$ cat src/rtl/md5_round_engine.sv
// md5_round_engine
//   Iterative MD5 compression core: one 512-bit block against a 128-bit
//   chaining value, STEPS_PER_CLK of the 64 steps evaluated per clock.
//   Optional feature macro: MD5_TARGET_MATCH_EN (adds target/match ports).
//
// Ports
//   clk, rst_n          clock (rising edge), asynchronous active-low reset
//   in_valid/in_ready   block + chain_in acceptance handshake
//   block[511:0]        message, word j = block[32j+31:32j]
//   chain_in[127:0]     A=[31:0] B=[63:32] C=[95:64] D=[127:96]
//   out_valid/out_ready digest delivery handshake
//   digest[127:0]       updated chaining value, same layout as chain_in
//   busy                engine is in RUN or DONE
//   target, match       (MD5_TARGET_MATCH_EN) compare digest to a target
module md5_round_engine #(
    parameter int  STEPS_PER_CLK = 1,
    localparam int ITERS         = 64 / STEPS_PER_CLK
) (
    input  logic         clk,
    input  logic         rst_n,
    input  logic         in_valid,
    output logic         in_ready,
    input  logic [511:0] block,
    input  logic [127:0] chain_in,
    output logic         out_valid,
    input  logic         out_ready,
    output logic [127:0] digest,
`ifdef MD5_TARGET_MATCH_EN
    input  logic [127:0] target,
    output logic         match,
`endif
    output logic         busy
);

    if (!(STEPS_PER_CLK == 1 || STEPS_PER_CLK == 2 || STEPS_PER_CLK == 4 ||
          STEPS_PER_CLK == 8 || STEPS_PER_CLK == 16)) begin : g_bad_steps
        $error("md5_round_engine: STEPS_PER_CLK must be 1, 2, 4, 8 or 16");
    end

    // Step counter value at the start of the final RUN step cycle.
    localparam logic [5:0] LAST_STEP = 6'((ITERS - 1) * STEPS_PER_CLK);

    localparam logic [31:0] K_TAB [64] = '{
        32'hd76aa478, 32'he8c7b756, 32'h242070db, 32'hc1bdceee,
        32'hf57c0faf, 32'h4787c62a, 32'ha8304613, 32'hfd469501,
        32'h698098d8, 32'h8b44f7af, 32'hffff5bb1, 32'h895cd7be,
        32'h6b901122, 32'hfd987193, 32'ha679438e, 32'h49b40821,
        32'hf61e2562, 32'hc040b340, 32'h265e5a51, 32'he9b6c7aa,
        32'hd62f105d, 32'h02441453, 32'hd8a1e681, 32'he7d3fbc8,
        32'h21e1cde6, 32'hc33707d6, 32'hf4d50d87, 32'h455a14ed,
        32'ha9e3e905, 32'hfcefa3f8, 32'h676f02d9, 32'h8d2a4c8a,
        32'hfffa3942, 32'h8771f681, 32'h6d9d6122, 32'hfde5380c,
        32'ha4beea44, 32'h4bdecfa9, 32'hf6bb4b60, 32'hbebfbc70,
        32'h289b7ec6, 32'heaa127fa, 32'hd4ef3085, 32'h04881d05,
        32'hd9d4d039, 32'he6db99e5, 32'h1fa27cf8, 32'hc4ac5665,
        32'hf4292244, 32'h432aff97, 32'hab9423a7, 32'hfc93a039,
        32'h655b59c3, 32'h8f0ccc92, 32'hffeff47d, 32'h85845dd1,
        32'h6fa87e4f, 32'hfe2ce6e0, 32'ha3014314, 32'h4e0811a1,
        32'hf7537e82, 32'hbd3af235, 32'h2ad7d2bb, 32'heb86d391
    };

    // Per-round shift pattern repeats every four steps.
    function automatic logic [4:0] shift_amt(input logic [5:0] i);
        case ({i[5:4], i[1:0]})
            4'h0: shift_amt = 5'd7;   4'h1: shift_amt = 5'd12;
            4'h2: shift_amt = 5'd17;  4'h3: shift_amt = 5'd22;
            4'h4: shift_amt = 5'd5;   4'h5: shift_amt = 5'd9;
            4'h6: shift_amt = 5'd14;  4'h7: shift_amt = 5'd20;
            4'h8: shift_amt = 5'd4;   4'h9: shift_amt = 5'd11;
            4'ha: shift_amt = 5'd16;  4'hb: shift_amt = 5'd23;
            4'hc: shift_amt = 5'd6;   4'hd: shift_amt = 5'd10;
            4'he: shift_amt = 5'd15;  default: shift_amt = 5'd21;
        endcase
    endfunction

    function automatic logic [31:0] rotl(input logic [31:0] x, input logic [4:0] n);
        rotl = (x << n) | (x >> (6'd32 - {1'b0, n}));
    endfunction

    typedef enum logic [1:0] {IDLE, RUN, DONE} state_t;

    state_t        state_q, state_d;
    logic [511:0]  blk_q;
    logic [127:0]  chain_q;
    logic [31:0]   a_q, b_q, c_q, d_q;
    logic [5:0]    step_q;
    logic          fin_q;       // all 64 steps applied, digest add pending
    logic          accept;
    logic [31:0]   na, nb, nc, nd, f, t, tmp;
    logic [5:0]    idx;
    logic [3:0]    g;
    logic [127:0]  sum;
`ifdef MD5_TARGET_MATCH_EN
    logic [127:0]  target_q;
`endif

    // Held low through reset so no block can be offered against an engine
    // that is not running yet.
    assign in_ready  = (state_q == IDLE) && rst_n;
    assign out_valid = (state_q == DONE);
    assign busy      = (state_q != IDLE);
    assign accept    = in_valid && in_ready;
    assign sum       = {d_q + chain_q[127:96], c_q + chain_q[95:64],
                        b_q + chain_q[63:32],  a_q + chain_q[31:0]};

    // NOTE: every variable written here gets a default before the loop so no
    // path leaves a value held, which would infer a latch.
    always_comb begin
        na  = a_q;
        nb  = b_q;
        nc  = c_q;
        nd  = d_q;
        f   = '0;
        t   = '0;
        tmp = '0;
        idx = '0;
        g   = '0;
        for (int k = 0; k < STEPS_PER_CLK; k++) begin
            idx = step_q + 6'(k);
            case (idx[5:4])
                2'd0: begin f = (nb & nc) | (~nb & nd); g = idx[3:0];                end
                2'd1: begin f = (nb & nd) | (nc & ~nd); g = idx[3:0] * 4'd5 + 4'd1; end
                2'd2: begin f = nb ^ nc ^ nd;           g = idx[3:0] * 4'd3 + 4'd5; end
                default: begin f = nc ^ (nb | ~nd);     g = idx[3:0] * 4'd7;        end
            endcase
            t   = na + f + K_TAB[idx] + blk_q[{g, 5'd0} +: 32];
            tmp = nd;
            nd  = nc;
            nc  = nb;
            nb  = nb + rotl(t, shift_amt(idx));
            na  = tmp;
        end
    end

    always_comb begin
        state_d = state_q;
        case (state_q)
            IDLE:    if (accept)    state_d = RUN;
            RUN:     if (fin_q)     state_d = DONE;
            DONE:    if (out_ready) state_d = IDLE;
            default:                state_d = IDLE;
        endcase
    end

    // NOTE: sequential state uses non-blocking assignments so every register
    // samples the pre-edge values regardless of statement order.
    always_ff @(posedge clk or negedge rst_n) begin
        if (!rst_n) state_q <= IDLE;
        else        state_q <= state_d;
    end

    // NOTE: the captured block is a plain register bank, not a RAM, so it is
    // cleared on reset like everything else and an aborted block leaves nothing.
    always_ff @(posedge clk or negedge rst_n) begin
        if (!rst_n) begin
            blk_q    <= '0;
            chain_q  <= '0;
            a_q      <= '0;
            b_q      <= '0;
            c_q      <= '0;
            d_q      <= '0;
            step_q   <= '0;
            fin_q    <= 1'b0;
            digest   <= '0;
`ifdef MD5_TARGET_MATCH_EN
            target_q <= '0;
            match    <= 1'b0;
`endif
        end else begin
            case (state_q)
                IDLE: if (accept) begin
                    blk_q    <= block;
                    chain_q  <= chain_in;
                    a_q      <= chain_in[31:0];
                    b_q      <= chain_in[63:32];
                    c_q      <= chain_in[95:64];
                    d_q      <= chain_in[127:96];
                    step_q   <= '0;
                    fin_q    <= 1'b0;
`ifdef MD5_TARGET_MATCH_EN
                    target_q <= target;
`endif
                end
                RUN: if (!fin_q) begin
                    a_q    <= na;
                    b_q    <= nb;
                    c_q    <= nc;
                    d_q    <= nd;
                    step_q <= step_q + 6'(STEPS_PER_CLK);
                    fin_q  <= (step_q == LAST_STEP);
                end else begin
                    digest <= sum;
                    fin_q  <= 1'b0;
`ifdef MD5_TARGET_MATCH_EN
                    match  <= (sum == target_q);
`endif
                end
                default: ;
            endcase
        end
    end

endmodule

$ cat config.mk
export PLATFORM = sky130hd
export DESIGN_NAME = md5_round_engine
export DESIGN_NICKNAME = d
export VERILOG_FILES = /design/src/rtl/md5_round_engine.sv
export SDC_FILE = /design/constraint.sdc
export NUM_CORES = 2
export LEC_CHECK = 0
export ABC_AREA = 1
export BUFFER_PORTS_ARGS = -buffer_cell sky130_fd_sc_hd__buf_2
export CAP_MARGIN = 20
export CORE_MARGIN = 2
export CORE_UTILIZATION = 42
export DETAILED_ROUTE_END_ITERATION = 10
export PLACE_DENSITY = 0.65
export SLEW_MARGIN = 0
export SYNTH_ARGS = -nofsm -noshare
export SYNTH_HDL_FRONTEND = slang
export SYNTH_SLANG_ARGS = --single-unit
export TNS_END_PERCENT = 1
$ cat constraint.sdc
create_clock -name clk -period 7.7 [get_ports clk]
set_clock_uncertainty 0.1 [all_clocks]
set_input_delay 1.54 -clock clk [delete_from_list [all_inputs] [get_ports clk]]
set_output_delay 1.54 -clock clk [all_outputs]
set_load 0.05 [all_outputs]
==> key figures <==
Timing
  • Fin. Hold Viols: 0
  • Slew margin rel.: a little under a third
  • # setup viols final: 25
  • Tcrit/Tclk final: 106%
  • TNS Setup: -8.42 ns
  • Slew @ Worst Pin: between 1 and 1.5 ns
  • Slew Viols, Final: 0
  • RSZ-0062 raised after global routing: yes
  • Tmin final: roughly 8.2 ns
  • Setup ws final: -0.484 ns
  • FMAX: about 0.12 GHz

Route
  • Pre-antenna DRT Iters: 9
  • First-iteration detailed-routing DRC count: between 6000 and 7000
  • WL final: between 200000 and 300000 um
  • Wire per inst: between 20 and 25 um
  • Antenna Violating Nets Remaining: 0
  • DRC: 0
  • Vias per cell: ~5.5
  • Via count: between 60000 and 70000

Synthesis
  • Number of synthesized flops with an enable pin: 0
  • Netlist cell types: 61
  • Post-Syn Area: approximately 59000 um2
  • Post-synth top flop: dfrtp_1
  • Synthesized area per cell: approximately 7.0 um2
  • Seq/Total Area, Yosys: about two fifths
  • Syn Inst Count: 8423
  • Synth Register Bits: ~910
  • Synth warnings: 0
  • Share of synthesized flip-flops with an asynchronous set or reset: 100%
  • Post-Syn Nets: 9352

Critical path
  • WP data arrival: 8.68 ns
  • Worst-path fanout max: 9
  • Most Frequent Cell on Critical Path: nand2_2
  • Kind of critical path: reg -> reg
  • Worst R2R Setup Slack: -0.48 ns
  • Critical-path top delay cell: fa_1
  • WP data required: 8.20 ns
  • Setup crit end kind: register
  • CP max stage delay: between 0.5 and 0.6 ns
  • Setup crit start kind: register

Floorplanning
  • Std-Cell Rows: 137
  • DIE AREA: 143000 um2
  • I/O pin cnt: roughly 780
  • Initial Util: approximately 42%
  • Die Ht: roughly 380 um
  • Placeable Area: about 140000 um2
  • Die Wd: about 380 um

Global route
  • Global route total overflow: 0
  • Pin count of the biggest net entering global routing: roughly 220
  • GRT Util Overall: roughly 37%
  • First-pass GRT wire length: between 300000 and 400000 um
  • Initial antenna violation count: 5
  • Vias in the first global route: slightly above 60000

Flow run
  • Max_cap viols: 0

Clock network
  • CTS tree: built
  • TritonCTS Buffers: just over 100
  • Clk_lat worst skew: between 0.8 and 0.9 ns
  • Clk sinks: roughly 910
  • Deepest clock path buffer count: 3
  • CTS root buffer: clkbuf_16
  • Worst-path clk slew: around 0.070 ns
  • H-tree depth: 3
  • Post-CTS Hold Fix Bufs: 0

Finish
  • Share of cells above drive strength 1: about 22%
  • Layout Area Growth over Synthesis: 28.4%
  • Final nets: 10700

Run status
  • Run status: finished, violations left
  • Failing checks: negative setup slack

Placed design
  • Placer Congestion: 1.08
  • HPWL Detailed: ~220000 um
  • Port bufs: slightly below 800

Worst hold path
  • Hold crit path type: reg -> reg
==> cells by family after synthesis <==
kind of cell             synth area share (%)
buffers and inverters                    7.06
adder cells (fa/ha/maj)                  6.96
flip-flops                               38.6
AND/OR/NAND/NOR                          30.8
AO/OA/AOI/OAI                            15.2
multiplexers                           0.0341
XOR/XNOR                                 1.39
==> worst max-delay path, delay by kind of cell (launching register included) <==
| family | cells | cell delay, ns |
|---|---|---|
| XOR/XNOR | 1 | 0.11 |
| adder cells (fa/ha/maj) | 5 | 2.03 |
| AO/OA/AOI/OAI | 11 | 2.15 |
| AND/OR/NAND/NOR | 18 | 1.93 |
| flip-flops | 1 | 0.39 |
| buffers and inverters | 11 | 1.26 |
==> metrics by stage <==
stage | instances | setup slack, ns | cell area [um2] | hold slack [ns] | util (%)
floorplan | 8423 | 0.0190 | 58700 | 0.340 | -
CTS | 11700 | -0.393 | 74500 | 0.370 | 53.5
global placement | 11500 | -0.972 | 70400 | 0.351 | 50.6
global route | 11700 | -0.809 | 75400 | 0.394 | 54.2
finish | 11700 | -0.484 | 75400 | 0.370 | 54.2
detailed placement | 11500 | -1.08 | 70400 | 0.356 | 50.6
==> layer usage <==
metal | GRT usage (%) | up-vias | wire length (um)
met5 | 0 | - | 0
met4 | 25.6 | 0 | 22800
met3 | 5.29 | 705 | 19600
met2 | 57.6 | 2955 | 119000
met1 | 48.7 | 30500 | 112000
li1 | - | 30200 | -
==> worst paths after layout <==
| kind | startpoint | to | cells past startpoint |
|---|---|---|---|
| max | step_q[1] | b_q[27] | 46 |
| min reg2reg | digest[0] | digest[0] | 2 |
| max in group asynchronous | rst_n | blk_q[171] | 4 |
| max reg2reg | step_q[1] | b_q[27] | 46 |
| min | digest[0] | digest[0] | 2 |
| min in group asynchronous | rst_n | chain_q[113] | 1 |
==> state kept, by name, summed over array words and instances, names as in the netlist <==
name	flops
a_q	32
b_q	32
blk_q	512
c_q	32
chain_q	128
d_q	32
digest	128
fin_q	1
state_q	2
step_q	6
==> cell usage after synthesis, types with 16 or more instances <==
library cell	n	area [um2]
or2_2	44	275
nor2_1	811	3040
o21ai_0	589	2950
a31oi_1	63	394
nor4_1	35	219
xnor2_1	43	377
buf_2	21	105
o31ai_1	30	225
ha_1	216	2700
clkbuf_1	364	1370
o21ai_1	36	180
nor3_1	59	295
o211ai_1	172	1290
fa_1	69	1380
inv_1	643	2410
nand4_1	51	319
buf_1	32	120
a21oi_1	376	1880
nand3_1	378	1890
o311ai_0	64	561
o32ai_1	60	526
inv_2	18	67.6
nand2_1	3128	11700
dfrtp_1	905	22600
o21bai_1	16	120
xor2_1	48	420
==> final cells by class <==
class                           instances  area [um2]
Multi-Input combinational cell       6428       33100
Antenna cell                            2        5.00
Inverter                              668        2560
Clock inverter                         54         711
Sequential cell                       905       22600
Tap cell                             1876        2350
Fill cell                           13700       63800
Clock buffer                          134        2810
Timing Repair inverter                  1        8.76
Timing Repair Buffer                 1664       11200
==> cell usage in the layout (no fill, tap or decap), types with 56 or more instances in the layout <==
cell	instances
buf_2	773
dfrtp_1	904
o21ai_0	521
buf_4	837
o21ai_1	84
a21oi_1	337
clkbuf_16	102
nand2_1	3075
nor2_1	795
nand3_1	345
o211ai_1	172
inv_1	633
nand2_2	56
fa_1	65
ha_1	191
a31oi_1	60
o311ai_0	56
==> timing repair <==
item                                    CTS  global route
endpoints found under the setup margin   28            30
gates resized for setup                 130           201
setup buffers                            10            11
cloned                                    3             1
pin swaps                                32            94
Power is not shown: default switching activity piles up to over one toggle a cycle in this logic, so the estimate is an artifact.
